File: src/rtl/alu_serial_responder.sv
`default_nettype none
// ============================================================================
// Module      : alu_serial_responder
// Description : Slice-serial ALU on the responder side of a valid/ready
//               command interface; evaluates SLICE bits per clock.
// Revision    : 1.0 - initial release
// ============================================================================
module alu_serial_responder #(
    parameter int WIDTH = 32,
    parameter int SLICE = 8
) (
    input  logic             clk,
    input  logic             rst_n,
    input  logic             req_valid_i,
    output logic             req_ready_o,
    input  logic [2:0]       req_command_i,
    input  logic [WIDTH-1:0] req_a_i,
    input  logic [WIDTH-1:0] req_b_i,
    output logic             rsp_valid_o,
    input  logic             rsp_ready_i,
    output logic [WIDTH-1:0] rsp_result_o,
    output logic             rsp_carryout_o,
    output logic             rsp_zero_o,
    output logic             rsp_overflow_o
);

    localparam int NSLICE = WIDTH / SLICE;
    localparam int CNT_W  = (NSLICE > 1) ? $clog2(NSLICE) : 1;
    localparam logic [CNT_W-1:0] C_LAST = CNT_W'(NSLICE - 1);

    localparam logic [2:0] C_CMD_ADD  = 3'b000;
    localparam logic [2:0] C_CMD_SUB  = 3'b001;
    localparam logic [2:0] C_CMD_XOR  = 3'b010;
    localparam logic [2:0] C_CMD_SLT  = 3'b011;
    localparam logic [2:0] C_CMD_AND  = 3'b100;
    localparam logic [2:0] C_CMD_NAND = 3'b101;
    localparam logic [2:0] C_CMD_NOR  = 3'b110;
    localparam logic [2:0] C_CMD_OR   = 3'b111;

    typedef enum logic [1:0] {
        S_IDLE = 2'd0,
        S_RUN  = 2'd1,
        S_DONE = 2'd2
    } state_t;

    state_t           state_q;
    logic [2:0]       cmd_q;
    logic [WIDTH-1:0] a_q;
    logic [WIDTH-1:0] b_q;
    logic             carry_q;
    logic [CNT_W-1:0] cnt_q;
    logic             rsp_valid_q;
    logic [WIDTH-1:0] rsp_result_q;
    logic             rsp_carryout_q;
    logic             rsp_zero_q;
    logic             rsp_overflow_q;

    logic [SLICE-1:0] w_a_s;
    logic [SLICE-1:0] w_b_s;
    logic [SLICE:0]   w_sum;
    logic [SLICE-1:0] w_res_s;
    logic             w_cin_msb;
    logic             w_ovf;
    logic             w_is_addsub;
    logic             w_inv_b;
    logic [WIDTH-1:0] w_full;
    logic [WIDTH-1:0] w_final;

    // Operands shift right each RUN cycle, so the active slice is always the low bits.
    always_comb begin
        w_a_s       = a_q[SLICE-1:0];
        w_b_s       = b_q[SLICE-1:0];
        w_sum       = {1'b0, w_a_s} + {1'b0, w_b_s} + {{SLICE{1'b0}}, carry_q};
        w_cin_msb   = w_a_s[SLICE-1] ^ w_b_s[SLICE-1] ^ w_sum[SLICE-1];
        w_ovf       = w_cin_msb ^ w_sum[SLICE];
        w_is_addsub = (cmd_q == C_CMD_ADD) || (cmd_q == C_CMD_SUB);
        w_inv_b     = (req_command_i == C_CMD_SUB) || (req_command_i == C_CMD_SLT);
        case (cmd_q)
            C_CMD_XOR:  w_res_s = w_a_s ^ w_b_s;
            C_CMD_AND:  w_res_s = w_a_s & w_b_s;
            C_CMD_NAND: w_res_s = ~(w_a_s & w_b_s);
            C_CMD_NOR:  w_res_s = ~(w_a_s | w_b_s);
            C_CMD_OR:   w_res_s = w_a_s | w_b_s;
            default:    w_res_s = w_sum[SLICE-1:0];
        endcase
    end

    // Completed slices accumulate from the top down; the newest slice lands in the MSBs.
    generate
        if (SLICE < WIDTH) begin : g_multi_slice
            logic [WIDTH-SLICE-1:0] acc_q;

            assign w_full = {w_res_s, acc_q};

            always_ff @(posedge clk or negedge rst_n) begin
                if (!rst_n) begin
                    acc_q <= '0;
                end else if (state_q == S_RUN) begin
                    acc_q <= w_full[WIDTH-1:SLICE];
                end
            end
        end else begin : g_single_slice
            assign w_full = w_res_s;
        end
    endgenerate

    always_comb begin
        w_final = w_full;
        if (cmd_q == C_CMD_SLT) begin
            w_final    = '0;
            w_final[0] = w_sum[SLICE-1] ^ w_ovf;
        end
    end

    always_ff @(posedge clk or negedge rst_n) begin
        if (!rst_n) begin
            state_q        <= S_IDLE;
            cmd_q          <= '0;
            a_q            <= '0;
            b_q            <= '0;
            carry_q        <= 1'b0;
            cnt_q          <= '0;
            rsp_valid_q    <= 1'b0;
            rsp_result_q   <= '0;
            rsp_carryout_q <= 1'b0;
            rsp_zero_q     <= 1'b0;
            rsp_overflow_q <= 1'b0;
        end else begin
            case (state_q)
                S_IDLE: begin
                    if (req_valid_i) begin
                        cmd_q   <= req_command_i;
                        a_q     <= req_a_i;
                        b_q     <= w_inv_b ? ~req_b_i : req_b_i;
                        carry_q <= w_inv_b;
                        cnt_q   <= '0;
                        state_q <= S_RUN;
                    end
                end
                S_RUN: begin
                    a_q     <= a_q >> SLICE;
                    b_q     <= b_q >> SLICE;
                    carry_q <= w_sum[SLICE];
                    cnt_q   <= cnt_q + 1'b1;
                    if (cnt_q == C_LAST) begin
                        state_q        <= S_DONE;
                        rsp_valid_q    <= 1'b1;
                        rsp_result_q   <= w_final;
                        rsp_zero_q     <= (w_final == '0);
                        rsp_carryout_q <= w_is_addsub & w_sum[SLICE];
                        rsp_overflow_q <= w_is_addsub & w_ovf;
                    end
                end
                S_DONE: begin
                    if (rsp_ready_i) begin
                        rsp_valid_q <= 1'b0;
                        state_q     <= S_IDLE;
                    end
                end
                default: begin
                    state_q     <= S_IDLE;
                    rsp_valid_q <= 1'b0;
                end
            endcase
        end
    end

    assign req_ready_o    = rst_n && (state_q == S_IDLE);
    assign rsp_valid_o    = rsp_valid_q;
    assign rsp_result_o   = rsp_result_q;
    assign rsp_carryout_o = rsp_carryout_q;
    assign rsp_zero_o     = rsp_zero_q;
    assign rsp_overflow_o = rsp_overflow_q;

endmodule
`default_nettype wire

File: config.mk
export PLATFORM = sky130hd
export DESIGN_NAME = alu_serial_responder
export DESIGN_NICKNAME = d
export VERILOG_FILES = /design/src/rtl/alu_serial_responder.sv
export SDC_FILE = /design/constraint.sdc
export NUM_CORES = 1
export LEC_CHECK = 0
export ABC_AREA = 1
export BUFFER_PORTS_ARGS = -buffer_cell sky130_fd_sc_hd__buf_2
export CORE_UTILIZATION = 35
export DETAILED_ROUTE_END_ITERATION = 10
export HOLD_SLACK_MARGIN = 0.05
export SLEW_MARGIN = 25
export SYNTH_ARGS = -nofsm -noshare
export SYNTH_HDL_FRONTEND = slang
export SYNTH_SLANG_ARGS = --single-unit
File: constraint.sdc
create_clock -name clk -period 2.3 [get_ports clk]
set_input_delay 0.46 -clock clk [delete_from_list [all_inputs] [get_ports clk]]
set_output_delay 0.46 -clock clk [all_outputs]
set_load 0.01 [all_outputs]
==> results.md, run 1 <==
- Status: finished clean
- IO Count: roughly 110
- Die X: 140 um
- Final slew viol count: 0
- Setup CP Type: reg2reg
- Synth Cell Area: 6630 um^2
- Largest net degree at the start of global routing: around 130
- Top cells by area, synth: dfrtp_1 (50%), nand2_1 (12%), o21ai_0 (5.8%)
- Leak: 3.95 nW
- TritonCTS buffer count: 17
- Area leader, netlist: dfrtp_1
- Most frequent cells in the layout: nand2_1 (208), dfrtp_1 (129), buf_2 (106)
- DR WL/cell: 15.0 um
- Setup TNS: 0 ns
- Clock Latency Late Sink: 0.42 ns
- Seq cells post-synth: 132
- Clk buf depth: 2
- NumNets Final: between 900 and 1,000
- Synth Area in Adders: 0.0381
- Clock Pin Slew Worst Setup and Hold Paths: 0.05 ns
- Flop pwr share: 0.331
- RD Place Congestion: approximately 0.85
- Initial antenna violation count: 0
- Placed Area: 7400 um^2
- Routed WL: 16.6 mm
- Mapped Cells: 767
- Core footprint: about 18,000 um^2
- Actual slew at the worst max-slew pin: 0.847 ns
- Compound-Gate Fraction of Synth Area: 0.140
- Final hold violation count: 0
- Setup bufs post-CTS: 0
- Gr usage total: 0.178
- Crit path max fanout: 3
- Post-Synth XOR/XNOR Area: 0.0436
- Worst clock skew: 0.00754 ns
- Startpoint types: flip-flop
- Slowest stage delay, CP: 0.42 ns
- Layout cells sized above 1: 0.200
- Mux contribution to synthesized area: 0
- Slew margin rel.: 0.435
- WP buf/inv: 0
- Clk sinks: 132
- Fmax: 0.472 GHz
- Commonest non-fill, non-tap cell in the layout: nand2_1
- Yosys cell types: 43
- Most used cell, CP: nand3_1
- Arr. time, crit path: between 2 and 2.5 ns
- Crit path depth: 10
- Htree depth: 4
- Placement Rows: 49
- Internal Power: 7.12 mW
- Post-synthesis sequential area ratio: 0.498
- RSZ-0062 raised after global routing: false
- Synthesis-to-finish area growth: 21.5%
- Detailed placement HPWL: 11.6 mm
- Max cap viols: 0
- Net switching power: 5.07 mW
- Post-route cell area: 8060 um^2
- Vias in the first global route: 5,139
- Pwr Density: 1510 nW/um^2
- DR vias/cell: 4.84
- Root Buffer Master: clkbuf_16
- Initial DRC Count: roughly 320
- VDD IR max: 0.724 mV
- Slowest stage cell, crit path: fa_2
- Antenna-violating nets left: 0
- DRC viols: 0
- Antenna diodes: 0
- Logic gate share of total power: 0.438
- CP cell instances: fa_2 > fa_2 > or2_1 > nand3_1 > nand3_1 > nor2_1 > nand2_1 > nor2_1 > nand3_1 > nand2_1
- Die area: between 15,000 and 20,000 um^2
- Die span in y: 140 um
- Port bufs: 107
- Setup violations, final: 0
- Post-Synth Simple-Gate Area: 0.213
- Post-synth top area share: 0.498
- Syn Area/Cell: roughly 8.6 um^2
- DR pass1 iterations: 4
- Clock share of power: 0.231
- Worst Path Required: 2.65 ns
- Worst hold path class: in2async
- Final min period: 2.12 ns
- R2r worst-path depth: 10
- Tcrit/Tclk final: 0.922
- CTS tree: yes
- Crit end category: flip-flop
- Net Sw Frac: 0.416
- Total congestion overflow: 0
- Synthesis Warnings: 0
- Initial Utilization: 0.363
- Global-route wire length before repair: 27.0 mm
- Hold-fix buffers at CTS: 0
- Post-synth EDFFs: 0
- Crit path max-delay family: adder cells
- Largest family of logic cells by synthesized area: simple AND/OR/NAND/NOR gates
- Syn nets: around 860
- Synth Flop Type: dfrtp_1
- DR vias: ~5,400
- Synth async-reset ratio: 1.00
## kinds of logic (layout without fill, tap and decap cells)
kind of cell | Yosys count | count (layout)
simple gates | 329 | 330
compound gates | 150 | 150
flops | 132 | 132
buf+inv | 104 | 218
xor+xnor | 33 | 33
fa+ha+maj | 19 | 19
## flip-flops by register name (all words and copies together) (netlist names), 2 cells and up
register / count
a_q: 32
b_q: 32
cmd_q: 3
cnt_q: 2
g_multi_slice.acc_q: 24
rsp_result_o: 32
state_q: 2
## Yosys cell counts, types with 2 or more instances
cell type and instances:
nand2_1 208, dfrtp_1 132, o21ai_0 77, inv_1 59, nand3_1 57, nor2_1 39
xnor2_1 23, buf_2 19, o211ai_1 18, ha_1 17, o31ai_1 15, a22oi_1 14
clkbuf_1 11, a22o_1 10, xor2_1 10, a21oi_1 9, nand4_1 8, buf_1 5
buf_6 3, inv_2 3, or2_1 3, fa_1 2, inv_4 2, nand3_2 2
nor3_1 2, o22ai_1 2
## layout make-up
| class | instances | area, um^2 |
|---|---|---|
| clock buffers | 24 | 502 |
| inverters | 65 | 249 |
| fillers | 1854 | 10200 |
| multi-input cells | 532 | 2920 |
| well taps | 229 | 287 |
| clock inverters | 8 | 121 |
| repair buffers | 121 | 676 |
| flip-flops and latches | 132 | 3310 |
## worst paths after layout
kind                                   from              end  slack (ns)
max                                  a_q[0]       rsp_zero_o        0.18
min                                   rst_n  rsp_result_o[7]        0.12
max reg2reg                          a_q[0]       rsp_zero_o        0.18
min reg2reg                 rsp_result_o[8]  rsp_result_o[8]        0.47
max in group asynchronous             rst_n           a_q[1]        1.51
min in group clk           req_command_i[1]         cmd_q[1]        0.26
## metal layers
| metal | GRT usage | share of wire | vias to the layer above |
|---|---|---|---|
| met3 | 0.0392 | 0.047 | 26 |
| met4 | 0.0711 | 0.024 | 0 |
| met5 | 0 | 0 | - |
| li1 | - | - | 2749 |
| met1 | 0.235 | 0.47 | 2461 |
| met2 | 0.282 | 0.46 | 138 |
## stage by stage
stage / total power [mW] / cells / hold WS [ns] / worst slack, ns / utilization
6_report: 12.2 / 1111 / 0.119 / 0.180 / 0.441
5_1_grt: 13.3 / 1111 / 0.228 / 0.0329 / 0.441
4_1_cts: 12.2 / 1110 / 0.229 / 0.0670 / 0.439
3_5_place_dp: 9.37 / 1078 / 0.465 / 0.0826 / 0.405
3_3_place_gp: 9.28 / 1078 / 0.459 / 0.0991 / 0.405
2_1_floorplan: 7.76 / 767 / 0.164 / 0.240 / -
## repair_timing
item,4_1_cts,5_1_grt
resized for setup,0,9
setup endpoints to repair,0,18
endpoints found under the hold margin,0,0
## power by group through the flow
| stage | combinational [mW] | clock (mW) | sequential [mW] |
|---|---|---|---|
| 3_3_place_gp | 5.25 | 0 | 4.03 |
| 6_report | 5.34 | 2.82 | 4.04 |
| 4_1_cts | 5.33 | 2.87 | 4.03 |
| 3_5_place_dp | 5.32 | 0 | 4.05 |
| 2_1_floorplan | 3.78 | 0 | 3.99 |
| 5_1_grt | 6.11 | 2.98 | 4.17 |
(Power assumes the default switching activity.)
==> run 2, diff against run 1 <==
--- a/config.mk
+++ b/config.mk
@@ -7,7 +7,7 @@
 export LEC_CHECK = 0
 export ABC_AREA = 1
 export BUFFER_PORTS_ARGS = -buffer_cell sky130_fd_sc_hd__buf_2
-export CORE_UTILIZATION = 35
+export CORE_UTILIZATION = 37
 export DETAILED_ROUTE_END_ITERATION = 10
 export HOLD_SLACK_MARGIN = 0.05
 export SLEW_MARGIN = 25
==> run 2 against run 1 <==
  * Worst hold slack improved by 0.017 ns
  * Wire length decreased by 0.57%
  * Global-route usage up 1.2 points
  * Clock-buffer cell count increased by 3
  * Maximum frequency is 1.1% lower
  * Clock power fell by 12%
  * Total power decreased by 2.5%
  * Critical endpoint unchanged
==> results.md, run 2 (same netlist as run 1, synthesis figures left out) <==
- Largest net degree at the start of global routing: 133 (unchanged)
- Status: finished clean (unchanged)
- Most used cell, CP: nand3_1 (unchanged)
- Actual slew at the worst max-slew pin: 0.746 ns (was 0.847 ns)
- CTS tree: yes (unchanged)
- Final slew viol count: 0 (unchanged)
- Crit end category: flip-flop (unchanged)
- Setup CP Type: reg2reg (unchanged)
- Synthesis-to-finish area growth: 20.1% (was 21.5%)
- Final hold violation count: 0 (unchanged)
- DRC viols: 0 (unchanged)
- Leak: 3.92 nW (was 3.95 nW)
- Detailed placement HPWL: 11.4 mm (was 11.6 mm)
- # resized after CTS: 0 (unchanged)
- DR vias: 5,379 (was 5,374)
- Max cap viols: 0 (unchanged)
- Antenna diodes: 0 (unchanged)
- Placement Rows: 48 (was 49)
- Initial antenna violation count: 0 (unchanged)
- Setup violations, final: 0 (unchanged)
- Setup bufs post-CTS: 0 (unchanged)
- Htree depth: 4 (unchanged)
- Clk sinks: 132 (unchanged)
- CP cell instances: fa_2 > fa_2 > or2_1 > nand3_1 > nand3_1 > nor2_1 > nand2_1 > nor2_1 > nand3_1 > nand2_1 (unchanged)
- DR vias/cell: 4.86 (was 4.84)
- RD Place Congestion: 0.880 (was 0.854)
- Routed WL: 16.5 mm (was 16.6 mm)
- VDD IR max: 0.673 mV (was 0.724 mV)
- Final min period: 2.14 ns (was 2.12 ns)
- Total design power: 11.9 mW (was 12.2 mW)
- Commonest non-fill, non-tap cell in the layout: nand2_1 (unchanged)
- Hold-fix buffers at CTS: 0 (unchanged)
- Startpoint types: flip-flop (unchanged)
- DR WL/cell: 14.9 um (was 15.0 um)
- IO Count: 108 (unchanged)
- Slowest stage cell, crit path: fa_2 (unchanged)
- Die X: 136 um (was 140 um)
- Total congestion overflow: 0 (unchanged)
- Core footprint: 17,400 um^2 (was 18,300 um^2)
- Clock Pin Slew Worst Setup and Hold Paths: 0.05 ns (about the same)
- Worst hold path class: in2async (unchanged)
- TritonCTS buffer count: 17 (unchanged)
- Vias in the first global route: 5,054 (was 5,139)
- Clock Latency Late Sink: 0.41 ns (was 0.42 ns)
- Port bufs: 107 (unchanged)
- Pwr Density: 1490 nW/um^2 (was 1510 nW/um^2)
- Layout cells sized above 1: 0.188 (was 0.200)
- Worst R2R Setup Slack: 0.16 ns (was 0.18 ns)
- Arr. time, crit path: 2.49 ns (was 2.48 ns)
- Crit path max fanout: 3 (unchanged)
- Initial DRC Count: 332 (was 316)
- Setup TNS: 0 ns (unchanged)
- Antenna-violating nets left: 0 (unchanged)
- Die area: 18,500 um^2 (was 19,500 um^2)
- Die span in y: 136 um (was 140 um)
- Fmax: 0.466 GHz (was 0.472 GHz)
- Slew margin rel.: 0.503 (was 0.435)
- Worst clock skew: 0.00498 ns (was 0.00754 ns)
- Clk buf depth: 2 (unchanged)
- Worst Path Required: 2.65 ns (about the same)
- Global-route wire length before repair: 26.8 mm (was 27.0 mm)
- Gr usage total: 0.190 (was 0.178)
- Most frequent cells in the layout: nand2_1 (208), dfrtp_1 (132), buf_2 (106) (was nand2_1 (208), dfrtp_1 (129), buf_2 (106))
- NumNets Final: 959 (unchanged)
- DR pass1 iterations: 6 (was 4)
- RSZ-0062 raised after global routing: false (unchanged)
- Tcrit/Tclk final: 0.932 (was 0.922)
- Initial Utilization: 0.381 (was 0.363)
- Root Buffer Master: clkbuf_16 (unchanged)
- Slowest stage delay, CP: 0.43 ns (was 0.42 ns)
run 2: layer usage:
metal  GRT usage  wire, um  up-vias
met5           0         0        -
met4      0.0599       226        0
met3      0.0395       686       16
met2       0.303      7770      141
met1       0.257      7840     2481
li1            -         -     2741
run 2: cell type report:
class / instances / area, um^2
Fill cell: 1799 / 9450
Sequential cell: 132 / 3300
Multi-Input combinational cell: 531 / 2900
Timing Repair Buffer: 122 / 703
Clock buffer: 27 / 483
Tap cell: 225 / 282
Inverter: 65 / 249
Clock inverter: 5 / 50.0
run 2: critical path: cells and delay by family (launching register included):
| kind | cells | cell delay [ns] |
|---|---|---|
| simple gates | 8 | 0.84 |
| fa+ha+maj | 2 | 0.85 |
| flops | 1 | 0.41 |
run 2: through the flow:
step | setup slack [ns] | instance area (um^2) | hold WS, ns | std cells | utilization
finish | 0.156 | 7970 | 0.136 | 1107 | 0.458
global route | 0.00680 | 7970 | 0.223 | 1107 | 0.458
CTS | 0.0372 | 7930 | 0.232 | 1106 | 0.455
detailed placement | 0.0552 | 7400 | 0.464 | 1074 | 0.425
global placement | 0.0760 | 7400 | 0.460 | 1074 | 0.425
floorplan | 0.240 | 6630 | 0.164 | 767 | -
run 2: worst paths after layout:
path | from | to | depth (start not counted)
max | a_q[0] | rsp_zero_o | 10
min | rst_n | rsp_result_o[7] | 2
max reg2reg | a_q[0] | rsp_zero_o | 10
min reg2reg | rsp_result_o[9] | rsp_result_o[9] | 2
max in group asynchronous | rst_n | cmd_q[1] | 2
min in group clk | req_command_i[1] | cmd_q[1] | 3
run 2: power by group:
| group | switching, mW | internal (mW) | total, mW |
|---|---|---|---|
| combinational | 3.42 | 1.97 | 5.39 |
| sequential | 0.659 | 3.36 | 4.02 |
| clock | 0.946 | 1.54 | 2.48 |
| total | 5.02 | 6.87 | 11.9 |
